### src/rtl/rom_16x8_arbiter_if.sv
// Requester and ROM-side bus of the two-port ROM read arbiter.
// The slave modport is the arbiter's view. The master modport is the view of the requesters and the ROM.
interface rom_16x8_arbiter_if #(
  parameter int ADDR_W = 4,
  parameter int DATA_W = 8
);
  logic              req0;
  logic [ADDR_W-1:0] addr0;
  logic              req1;
  logic [ADDR_W-1:0] addr1;
  logic              ack0;
  logic              ack1;
  logic [DATA_W-1:0] rd_data;
  logic              grant_id;
  logic              busy;
  logic [ADDR_W-1:0] rom_address;
  logic [DATA_W-1:0] rom_data;

  modport slave (
    input  req0, addr0, req1, addr1, rom_data,
    output ack0, ack1, rd_data, grant_id, busy, rom_address
  );

  modport master (
    output req0, addr0, req1, addr1, rom_data,
    input  ack0, ack1, rd_data, grant_id, busy, rom_address
  );
endinterface

### src/rtl/rom_16x8_arbiter.sv
// Round-robin arbiter that shares one asynchronous 16x8 ROM between two requesters.
// A read has three phases: grant and latch the address, one settle cycle, then registered data with an ack pulse.
module rom_16x8_arbiter #(
  parameter int ADDR_W = 4,
  parameter int DATA_W = 8
) (
  input  logic                  clk,
  input  logic                  rst,
  rom_16x8_arbiter_if.slave     bus
);

  typedef enum logic [1:0] {
    IDLE = 2'd0,
    READ = 2'd1,
    RESP = 2'd2
  } state_e;

  state_e            state_q, state_d;
  logic              last_grant_q, last_grant_d;
  logic              grant_id_q, grant_id_d;
  logic [ADDR_W-1:0] rom_address_q, rom_address_d;
  logic [DATA_W-1:0] rd_data_q, rd_data_d;
  logic              ack0_q, ack0_d;
  logic              ack1_q, ack1_d;
  logic              winner;

  always_comb begin
    // NOTE: every variable gets its hold value first so that no path through the case infers a latch.
    state_d       = state_q;
    last_grant_d  = last_grant_q;
    grant_id_d    = grant_id_q;
    rom_address_d = rom_address_q;
    rd_data_d     = rd_data_q;
    ack0_d        = ack0_q;
    ack1_d        = ack1_q;
    winner        = 1'b0;

    unique case (state_q)
      IDLE: begin
        if (bus.req0 || bus.req1) begin
          // Under contention the requester that was not served last wins.
          winner        = (bus.req0 && bus.req1) ? ~last_grant_q : bus.req1;
          grant_id_d    = winner;
          rom_address_d = winner ? bus.addr1 : bus.addr0;
          state_d       = READ;
        end
      end
      READ: begin
        rd_data_d = bus.rom_data;
        ack0_d    = ~grant_id_q;
        ack1_d    = grant_id_q;
        state_d   = RESP;
      end
      RESP: begin
        ack0_d       = 1'b0;
        ack1_d       = 1'b0;
        last_grant_d = grant_id_q;
        state_d      = IDLE;
      end
      default: state_d = IDLE;
    endcase
  end

  always_ff @(posedge clk) begin
    // NOTE: state registers use non-blocking assignments so all flops update together at the edge.
    if (rst) begin
      state_q       <= IDLE;
      last_grant_q  <= 1'b1;
      grant_id_q    <= 1'b0;
      rom_address_q <= '0;
      rd_data_q     <= '0;
      ack0_q        <= 1'b0;
      ack1_q        <= 1'b0;
    end else begin
      state_q       <= state_d;
      last_grant_q  <= last_grant_d;
      grant_id_q    <= grant_id_d;
      rom_address_q <= rom_address_d;
      rd_data_q     <= rd_data_d;
      ack0_q        <= ack0_d;
      ack1_q        <= ack1_d;
    end
  end

  assign bus.ack0        = ack0_q;
  assign bus.ack1        = ack1_q;
  assign bus.rd_data     = rd_data_q;
  assign bus.grant_id    = grant_id_q;
  assign bus.rom_address = rom_address_q;
  assign bus.busy        = (state_q != IDLE);

endmodule

### src/flat_wrapper.sv
// flat-port wrapper written by rule: the top's interface ports become plain ports
module rom_16x8_arbiter_flat 
#(
  parameter int ADDR_W = 4,
  parameter int DATA_W = 8
)
  (clk, rst, bus_req0, bus_addr0, bus_req1, bus_addr1, bus_rom_data, bus_ack0, bus_ack1, bus_rd_data, bus_grant_id, bus_busy, bus_rom_address);
  rom_16x8_arbiter_if #(.ADDR_W(ADDR_W), .DATA_W(DATA_W)) bus_i ();
  input  logic clk;
  input  logic rst;
  input wire logic [$bits(bus_i.req0)-1:0] bus_req0;
  input wire logic [$bits(bus_i.addr0)-1:0] bus_addr0;
  input wire logic [$bits(bus_i.req1)-1:0] bus_req1;
  input wire logic [$bits(bus_i.addr1)-1:0] bus_addr1;
  input wire logic [$bits(bus_i.rom_data)-1:0] bus_rom_data;
  output wire logic [$bits(bus_i.ack0)-1:0] bus_ack0;
  output wire logic [$bits(bus_i.ack1)-1:0] bus_ack1;
  output wire logic [$bits(bus_i.rd_data)-1:0] bus_rd_data;
  output wire logic [$bits(bus_i.grant_id)-1:0] bus_grant_id;
  output wire logic [$bits(bus_i.busy)-1:0] bus_busy;
  output wire logic [$bits(bus_i.rom_address)-1:0] bus_rom_address;
  assign bus_i.req0 = bus_req0;
  assign bus_i.addr0 = bus_addr0;
  assign bus_i.req1 = bus_req1;
  assign bus_i.addr1 = bus_addr1;
  assign bus_i.rom_data = bus_rom_data;
  assign bus_ack0 = bus_i.ack0;
  assign bus_ack1 = bus_i.ack1;
  assign bus_rd_data = bus_i.rd_data;
  assign bus_grant_id = bus_i.grant_id;
  assign bus_busy = bus_i.busy;
  assign bus_rom_address = bus_i.rom_address;
  rom_16x8_arbiter #(.ADDR_W(ADDR_W), .DATA_W(DATA_W)) u_core (.clk(clk), .rst(rst), .bus(bus_i));
endmodule
### config.mk
export PLATFORM = sky130hd
export DESIGN_NAME = rom_16x8_arbiter_flat
export DESIGN_NICKNAME = d
export VERILOG_FILES = /design/src/rtl/rom_16x8_arbiter_if.sv /design/src/rtl/rom_16x8_arbiter.sv /design/src/flat_wrapper.sv
export SDC_FILE = /design/constraint.sdc
export NUM_CORES = 1
export LEC_CHECK = 0
export BUFFER_PORTS_ARGS = -buffer_cell sky130_fd_sc_hd__buf_2
export CAP_MARGIN = 10
export CORE_MARGIN = 2
export CORE_UTILIZATION = 39
export DETAILED_ROUTE_END_ITERATION = 6
export PLACE_DENSITY = 0.79
export SKIP_CTS_REPAIR_TIMING = 1
export SYNTH_ARGS = -nofsm -noshare
export SYNTH_HDL_FRONTEND = slang
export SYNTH_SLANG_ARGS = --single-unit
### constraint.sdc
create_clock -name clk -period 3.68 [get_ports clk]
set_input_delay 0.184 -clock clk [delete_from_list [all_inputs] [get_ports clk]]
set_output_delay 0.184 -clock clk [all_outputs]
set_load 0.01 [all_outputs]
Word level (Yosys, flattened, before mapping)

Cells that the tools add are included.

Input port bits: 20
Bits in writable memories: 0
Memories kept: 0
Latch bits: 0
Register bits: 18
Logic and storage cells: 24
ROM bits: 0
Output and inout port bits: 16

Bitwise operators: 2
Eq/ne operators: 3
$mul: 0
Order comparisons: 0
Add/sub/neg operators: 0
Mux-type cells: 6
Div/mod/pow operators: 0
Reduce and logical (&&, ||, !) cells: 6
Shifts and indexed selects: 0

Operator list:

| cell                                                                   | number |
|---|---|
| 4-bit 2-to-1 mux                                                       | 1 |
| 1-bit one-hot mux with 2 select lines                                  | 2 |
| 2-bit one-hot mux with 2 select lines                                  | 1 |
| 2-bit nonzero test                                                     | 2 |
| 2-bit by 1-bit equality test with 1-bit output (second input constant) | 1 |
| 2-bit equality test (second input constant)                            | 1 |
| 2-bit zero test                                                        | 1 |
| 2-bit 2-to-1 mux                                                       | 1 |
| 2-bit by 1-bit != test with 1-bit output (second input constant)       | 1 |
| 1-bit inverter                                                         | 2 |
| 2-bit AND reduction                                                    | 1 |
| 1-bit logical AND                                                      | 1 |
| 1-bit logical OR                                                       | 1 |
| 1-bit 2-to-1 mux                                                       | 1 |

Logic depth before layout (Yosys ltp)

Gate-level depths: netlist of the first run.

Depth in word-level cells: 3
Depth in mapped cells: 6
Gate-level depth less buffers: 5

Worst setup path after synthesis of the first run

Ideal clock, no wire load.

Path type: register -> register
Start point: register u_core.state_q[0]
End point: register u_core.state_q[1]
Data arrival time: 1261 ps
Required time: 3610 ps
Period minus slack after synthesis: 1331 ps
Library setup time: 70 ps
Slack: 2349 ps
Cell stages (with the launch flop): 6
Path buffers: 0
Cells stage by stage: dfxtp_1 -> inv_1 -> ha_1 -> inv_1 -> or4_1 -> a21oi_1

Cells in the longest elaborated chain, start to end: 2
Elaborated cells on any way between the ends: 4
Classes of those cells: eq/ne (2); mux (1); reduce/logical (1)

RTL lines:

| what                                                                                                     | RTL line               | text |
|---|---|---|
| start: declaration                                                                                       | rom_16x8_arbiter.sv:18 | `state_e state_q, state_d;` |
| start signal: assignment                                                                                 | rom_16x8_arbiter.sv:75 | `state_q <= state_d;` |
| 2-bit by 1-bit equality test with 1-bit output / 2-bit zero test (equally long branches)                 | rom_16x8_arbiter.sv:38 | `unique case (state_q)` |
| 2-bit one-hot mux with 2 select lines / 2-bit by 1-bit != test with 1-bit output (equally long branches) | -                      |  |

Several ways; a longest one is shown, not always the timed one.
A chain may end at the register's enable or synchronous reset.

Worst setup path in the final report of the first run

Ends and elaborated chain as after synthesis.

==> metrics.log, run 1 <==
[metrics] share of the clock period used by the worst path after layout: 0.3926
[metrics] sequential fraction of the synthesis area: 0.4760
[metrics] leading area contributor after synthesis: sky130_fd_sc_hd__dfxtp_1
[metrics] post-synthesis instance area: approximately 760 sq um
[metrics] Root Buffer: sky130_fd_sc_hd__clkbuf_4
[metrics] WL/cell: 11.37 microns
[metrics] #FFs+latches synth: 18
[metrics] total number of nets in the final design: ~140
[metrics] clock-pin slew on the worst setup and hold paths: 0.09 ns
[metrics] global route overflow: 0
[metrics] class of the worst hold path: primary input to flop
[metrics] relative max-transition margin: 0.6788
[metrics] number of nets in the synthesized netlist: 99
[metrics] number of global-route vias before repair: ~560
[metrics] Min Hold Slack: about 0.13 ns
[metrics] warning count from the yosys run: 0
[metrics] Pre-Repair DR Iteration Count: 4
[metrics] number of max-capacitance violations reported: 0
[metrics] number of fill cells: 185
[metrics] worst setup slack after placement: 2.264 ns
[metrics] FFs w/ async S/R, synth: 0
[metrics] number of enable flip-flop cells after synthesis: 0
[metrics] worst skew pair latency: 0.28 ns
[metrics] number of hold violations in the final report: 0
[metrics] maximum number of pins on one net before global-route repair: 19
[metrics] count of cells along the worst hold path: 3
[metrics] critical register-to-register path startpoint: u_core.state_q[0]$_SDFFE_PP0P_
[metrics] Worst R2R Setup Slack: 2.24 ns
[metrics] # setup viols final: 0
[metrics] clock tree from TritonCTS: yes
[metrics] Post-route DRC: 0
[metrics] CTS H-tree lvls: 1
[metrics] WHS Endpoint: u_core.bus.rd_data[2]$_SDFFE_PP0N_
[metrics] diode insertion count for antenna repair: 0
[metrics] Clock Sink Count: 18
[metrics] Port-buffer cells: 35
[metrics] top fanout value on the critical path: 4
[metrics] starting density of the core: 0.4246
[metrics] measured slew at the worst slew-check pin: 0.4817 ns
[metrics] number of distinct library cells after synthesis: 20
[metrics] placed wire-length estimate after detailed placement: 1.194 mm
[metrics] count leader, synth: sky130_fd_sc_hd__dfxtp_1
[metrics] count of vias placed by the detailed router: about 630
[metrics] Core Area: 1783 sq um
[metrics] area of the die: 2309 sq um
[metrics] required time at the endpoint of the critical path: 3.90 ns
[metrics] cell count after synthesis: 75
[metrics] antenna-violating nets left: 0
[metrics] most instantiated cells after synthesis: sky130_fd_sc_hd__dfxtp_1 (18), sky130_fd_sc_hd__nor2_1 (14), sky130_fd_sc_hd__mux2i_1 (13), sky130_fd_sc_hd__a211oi_1 (4), sky130_fd_sc_hd__ha_1 (4)
[metrics] number of pins with negative max-slew slack in the final report: 0
[metrics] Area Overhead vs Synth: 27.93%
[metrics] antenna violations before repair: 0
[metrics] hold path start: bus_rom_data[2]
[metrics] category of the worst setup path capture point: flop
[metrics] vias per std cell: 4.724
[metrics] run status: finished clean
[metrics] data arrival time of the critical path: 1.66 ns
[metrics] die extent in x: 48.06 microns
[metrics] main area contributors after synthesis: sky130_fd_sc_hd__dfxtp_1 (48%), sky130_fd_sc_hd__mux2i_1 (17%), sky130_fd_sc_hd__nor2_1 (6.9%)
[metrics] Max Freq: ~700 MHz
[metrics] post-layout min period: 1.445 ns
[metrics] clock buffer count from CTS: 3
[metrics] top cell type's share of synthesized area: 0.4760
[metrics] top-level I/O count: 36
[metrics] worst setup skew after layout: approximately 0.0023 ns
[metrics] final critical-path setup slack: 2.235 ns
[metrics] fin util: 0.5432
[metrics] source of the critical timing path: u_core.state_q[0]$_SDFFE_PP0P_
[metrics] maximum buffer depth of the clock tree: 2
[metrics] routability-driven placement congestion ratio: 0.7835
[metrics] sum of routed wire length over all layers: approximately 1.5 mm
[metrics] global routing usage summed across all routing layers: 0.1450
[metrics] path type of the worst setup path: flop to flop
[metrics] vertical die dimension: 48.06 microns
[metrics] end of the worst register-to-register path: u_core.state_q[1]$_SDFFE_PP0P_
[metrics] Setup crit start kind: flop
[metrics] largest vdd supply drop: 0.2498 mV
[metrics] Top FF cell, synth: sky130_fd_sc_hd__dfxtp_1
[metrics] wire length of the first global-routing pass: ~2.3 mm
[metrics] Placement Rows: 15
[metrics] sum of negative setup slack: 0 ns
[metrics] setup repair after global routing missed its margin: no
[metrics] syn_area_per_cell: 10.09 sq um
[metrics] share of post-route cells with drive strength above 1: 0.3578
[metrics] Leak Pwr: about 0.46 nW
[metrics] reg2reg path depth: 5
[metrics] areal power density over the cells: 426.0 nW/um^2
[metrics] violation count after the first detailed-routing iteration: 6
routing by layer:
layer | GRT usage | vias up | wire, microns
met2 | 0.2453 | 16 | 819
li1 | - | 325 | -
met5 | 0 | - | 0
met1 | 0.1667 | 290 | 613
met3 | 0.05660 | 2 | 71
met4 | 0.04865 | 0 | 19
through the flow:
step,cells,total power [mW],area [sq um]
floorplan,75,0.2910,757.0
global placement,131,0.3234,945.9
detailed placement,131,0.3275,945.9
CTS,134,0.4214,968.4
global route,134,0.4402,968.4
finish,134,0.4125,968.4
where the power goes:
| part | switching [mW] | internal, mW | leakage (nW) |
|---|---|---|---|
| clock network | 0.0527 | 0.0380 | 0.0138 |
| registers | 0.0105 | 0.213 | 0.148 |
| logic | 0.0511 | 0.0469 | 0.302 |
flip-flops by register name, indices dropped and copies added, names as in the netlist:
register,flops
u_core.state_q,2
u_core.bus.ack0,1
u_core.bus.grant_id,1
u_core.bus.rom_address,4
u_core.bus.rd_data,8
u_core.last_grant_q,1
u_core.bus.ack1,1
worst max-delay path by stage:
stage | end | cells after the start
global route | bus_busy | 4
detailed placement | u_core.state_q[1]$_SDFFE_PP0P_ | 5
floorplan | u_core.state_q[1]$_SDFFE_PP0P_ | 5
global placement | u_core.state_q[1]$_SDFFE_PP0P_ | 5
finish | u_core.state_q[1]$_SDFFE_PP0P_ | 5
CTS | bus_busy | 4
placed cells by master (no fill, tap or decap), types with 2 or more instances in the layout:
| cell | instances |
|---|---|
| sky130_fd_sc_hd__buf_2 | 35 |
| sky130_fd_sc_hd__dfxtp_1 | 18 |
| sky130_fd_sc_hd__nor2_1 | 14 |
| sky130_fd_sc_hd__mux2i_1 | 13 |
| sky130_fd_sc_hd__a211oi_1 | 4 |
| sky130_fd_sc_hd__ha_1 | 4 |
| sky130_fd_sc_hd__inv_1 | 3 |
| sky130_fd_sc_hd__a21oi_1 | 3 |
| sky130_fd_sc_hd__clkbuf_4 | 3 |
| sky130_fd_sc_hd__nor3_1 | 2 |
| sky130_fd_sc_hd__nand2b_1 | 2 |
area by class of cell:
| cell class | instances | area (sq um) | area share |
|---|---|---|---|
| inverters | 3 | 11.26 | 0.01163 |
| well taps | 25 | 31.28 | 0.03230 |
| repair buffers | 35 | 175.2 | 0.1809 |
| multi-input cells | 50 | 367.9 | 0.3798 |
| clock buffers | 3 | 22.52 | 0.02326 |
| flip-flops and latches | 18 | 360.3 | 0.3721 |
kinds of logic after synthesis:
family | count (synthesis) | synth area share
AND/OR/NAND/NOR | 22 | 0.1322
flip-flops | 18 | 0.4760
multiplexers | 13 | 0.1719
AO/OA/AOI/OAI | 11 | 0.1157
buffers and inverters | 7 | 0.03801
adder cells (fa/ha/maj) | 4 | 0.06612
critical path: stages (launching register included):
cell and delay [ns]:
sky130_fd_sc_hd__dfxtp_1 0.35, sky130_fd_sc_hd__inv_1 0.10, sky130_fd_sc_hd__ha_1 0.20, sky130_fd_sc_hd__inv_1 0.09, sky130_fd_sc_hd__or4_1 0.51, sky130_fd_sc_hd__a21oi_1 0.13
No activity file was read; power rests on OpenSTA's default activity.
==> run 2, diff against run 1 <==
Settings changed: PLACE_DENSITY 0.79 to 0.82.
Clock period 3.68 ns to 1.2 ns, I/O delays scaled along.
==> run 2 against run 1 <==
The run now ends with setup timing left. Power grew to 3.4 times the previous value. Cell count rose by 3.0%. Clock skew increased by 0.00078 ns. Critical path depth stayed put. Clock power rose to 4.0 times the previous value. Global-route usage is 1.5 points higher. Utilization grew 5.3 points. Via count is 1.1% higher. Register-to-register slack got worse by 2.3 ns. Fmax increased by 19%. Highest routed layer unchanged.
==> metrics.log, run 2 (same netlist as run 1, synthesis figures left out) <==
[metrics] number of flip-flops in the largest register: 8 (unchanged)
[metrics] CTS H-tree lvls: 1 (unchanged)
[metrics] share of the clock period used by the worst path after layout: 1.013 (+0.6199)
[metrics] Setup crit start kind: flop
[metrics] source of the critical timing path: u_core.state_q[0]$_SDFFE_PP0P_
[metrics] violation count after the first detailed-routing iteration: 4 (-2)
[metrics] routability-driven placement congestion ratio: 0.7494 (-4.4%)
[metrics] Sequential Power Share: 0.486 (-0.057)
[metrics] global routing usage summed across all routing layers: 0.1602 (+0.01510)
[metrics] sw frac: 0.2759 (-0.001038)
[metrics] relative max-transition margin: 0.7806 (+0.1017)
[metrics] Area Overhead vs Synth: 40.33%
[metrics] top-level I/O count: 36 (unchanged)
[metrics] wire length of the first global-routing pass: 2.456 mm (+8.5%)
[metrics] critical register-to-register path startpoint: u_core.state_q[0]$_SDFFE_PP0P_
[metrics] most frequent standard cell in the layout excluding fill and tap cells: sky130_fd_sc_hd__buf_2
[metrics] count of cells along the worst hold path: 3 (unchanged)
[metrics] Clock Sink Count: 18 (unchanged)
[metrics] post-placement cell area: 983.4 sq um (+4.0%)
[metrics] Max Freq: 823.0 MHz (+19%)
[metrics] number of hold violations in the final report: 0 (unchanged)
[metrics] Comb power frac: 0.257 (+0.019)
[metrics] largest vdd supply drop: 0.6810 mV (+170%)
[metrics] Port-buffer cells: 35 (unchanged)
[metrics] required time at the endpoint of the critical path: 1.43 ns (-2.47 ns)
[metrics] Design Power: 1.421 mW (+240%)
[metrics] share of post-route cells with drive strength above 1: 0.4779 (+0.1201)
[metrics] final instance area: 1062 sq um (+9.7%)
[metrics] category of the worst setup path capture point: flop
[metrics] path type of the worst setup path: flop to flop
[metrics] number of placed cells counting well taps: 132 (+0.76%)
[metrics] WHS Endpoint: u_core.bus.rd_data[2]$_SDFFE_PP0N_
[metrics] top fanout value on the critical path: 4 (unchanged)
[metrics] antenna violations before repair: 0 (unchanged)
[metrics] Leak Pwr: 0.4911 nW (+6.0%)
[metrics] sum of routed wire length over all layers: 1.648 mm (+8.1%)
[metrics] clock tree from TritonCTS: yes
[metrics] die extent in x: 48.06 microns (unchanged)
[metrics] vias per std cell: 4.638 (-1.8%)
[metrics] Internal Pwr Total: 1.029 mW (+250%)
[metrics] area of the die: 2309 sq um (unchanged)
[metrics] end of the worst register-to-register path: u_core.state_q[1]$_SDFFE_PP0P_
[metrics] data arrival time of the critical path: 1.44 ns (-0.22 ns)
[metrics] hold path start: bus_rom_data[2]
[metrics] WL/cell: 11.94 microns (+5.0%)
[metrics] reg2reg path depth: 5 (unchanged)
[metrics] worst setup skew after layout: 0.003084 ns (+0.0007752 ns)
[metrics] clock-pin slew on the worst setup and hold paths: 0.10 ns (about the same)
[metrics] setup repair after global routing missed its margin: yes
[metrics] Pre-Repair DR Iteration Count: 4 (unchanged)
[metrics] failing checks: setup timing
[metrics] Post-route DRC: 0 (unchanged)
[metrics] top library cells by usage in the layout, fill and taps aside: sky130_fd_sc_hd__buf_2 (35), sky130_fd_sc_hd__dfxtp_1 (16), sky130_fd_sc_hd__nor2_1 (14)
[metrics] count of vias placed by the detailed router: 640 (+1.1%)
[metrics] number of pins with negative max-slew slack in the final report: 0 (unchanged)
[metrics] maximum number of pins on one net before global-route repair: 19 (unchanged)
[metrics] portion of total power attributed to the clock network: 0.257 (+0.037)
[metrics] areal power density over the cells: 1338 nW/um^2 (+210%)
[metrics] Cell Count, Final, Fillers Out: 138 (+3.0%)
[metrics] clock buffer count from CTS: 3 (unchanged)
[metrics] global route overflow: 0 (unchanged)
[metrics] post-layout min period: 1.215 ns (-0.2297 ns)
[metrics] starting density of the core: 0.4246 (unchanged)
[metrics] final critical-path setup slack: -0.01501 ns (-2.250 ns)
[metrics] Placement Rows: 15 (unchanged)
[metrics] measured slew at the worst slew-check pin: 0.3291 ns (-0.1526 ns)
[metrics] Core Area: 1783 sq um (unchanged)
[metrics] maximum buffer depth of the clock tree: 2 (unchanged)
[metrics] diode insertion count for antenna repair: 0 (unchanged)
[metrics] # setup viols final: 1 (+1)
[metrics] number of global-route vias before repair: 598 (+7.2%)
[metrics] number of max-capacitance violations reported: 0 (unchanged)
[metrics] Root Buffer: sky130_fd_sc_hd__clkbuf_4
[metrics] vertical die dimension: 48.06 microns (unchanged)
[metrics] run status: finished, violations left
[metrics] class of the worst hold path: primary input to flop
[metrics] total number of nets in the final design: 138 (+2.2%)
[metrics] worst skew pair latency: 0.29 ns (about the same)
[metrics] placed wire-length estimate after detailed placement: 1.245 mm (+4.3%)
[metrics] sw power: 0.3922 mW (+240%)
[metrics] antenna-violating nets left: 0 (unchanged)
[metrics] Worst R2R Setup Slack: -0.02 ns (-2.25 ns)
[metrics] fin util: 0.5958 (+0.05263)
## run 2: cell types whose count changed in the layout (fill, tap and decap cells not counted), moves of 2 or more
cell / previous run / this run
sky130_fd_sc_hd__buf_4: 0 / 2
sky130_fd_sc_hd__dfxtp_1: 18 / 16
sky130_fd_sc_hd__ha_1: 4 / 1
sky130_fd_sc_hd__ha_2: 0 / 2
sky130_fd_sc_hd__inv_1: 3 / 0
sky130_fd_sc_hd__inv_4: 0 / 3
## run 2: how the worst max path moves through the flow
stage	depth (start not counted)	to	slack, ns
CTS	5	u_core.bus.rom_address[0]$_SDFFE_PP0P_	-0.06
global placement	5	u_core.bus.rom_address[0]$_SDFFE_PP0P_	0.02
floorplan	5	u_core.state_q[1]$_SDFFE_PP0P_	0.04
global route	5	u_core.state_q[1]$_SDFFE_PP0P_	-0.05
finish	5	u_core.state_q[1]$_SDFFE_PP0P_	-0.02
detailed placement	5	u_core.state_q[1]$_SDFFE_PP0P_	-0.03
## run 2: worst max-delay path: stages, from the launching register on
cell	delay, ns
sky130_fd_sc_hd__dfxtp_4	0.37
sky130_fd_sc_hd__inv_4	0.06
sky130_fd_sc_hd__ha_4	0.16
sky130_fd_sc_hd__inv_4	0.04
sky130_fd_sc_hd__or4_4	0.41
sky130_fd_sc_hd__a21oi_2	0.12
## run 2: power groups by stage
stage | logic (mW) | registers, mW | clock network (mW)
finish | 0.365 | 0.691 | 0.366
global route | 0.405 | 0.697 | 0.401
CTS | 0.342 | 0.690 | 0.377
detailed placement | 0.340 | 0.704 | 0
global placement | 0.330 | 0.699 | 0
floorplan | 0.188 | 0.724 | 0
## run 2: metal layers
metal  GRT usage  vias up  wire length (microns)
li1            -      333                      -
met3     0.04906        2                     69
met1      0.1795      291                    694
met5           0        -                      0
met2      0.2640       14                    867
met4     0.09730        0                     16
## run 2: layout make-up
| type | count | area (sq um) |
|---|---|---|
| fillers | 165 | 720.7 |
| multi-input cells | 50 | 400.4 |
| flip-flops and latches | 18 | 365.4 |
| repair buffers | 38 | 210.2 |
| clock buffers | 4 | 36.28 |
| well taps | 25 | 31.28 |
| inverters | 3 | 18.77 |
## run 2: per-stage QoR
stage	hold slack, ns	worst slack [ns]	TNS [ns]
after floorplan	0.2072	0.03531	0
after global placement	0.2949	0.02134	0
after detailed placement	0.3039	-0.03376	-0.1186
after CTS	-0.007654	-0.06094	-0.3026
after global routing	0.007507	-0.04795	-0.1611
final	0.0006548	-0.01501	-0.01501
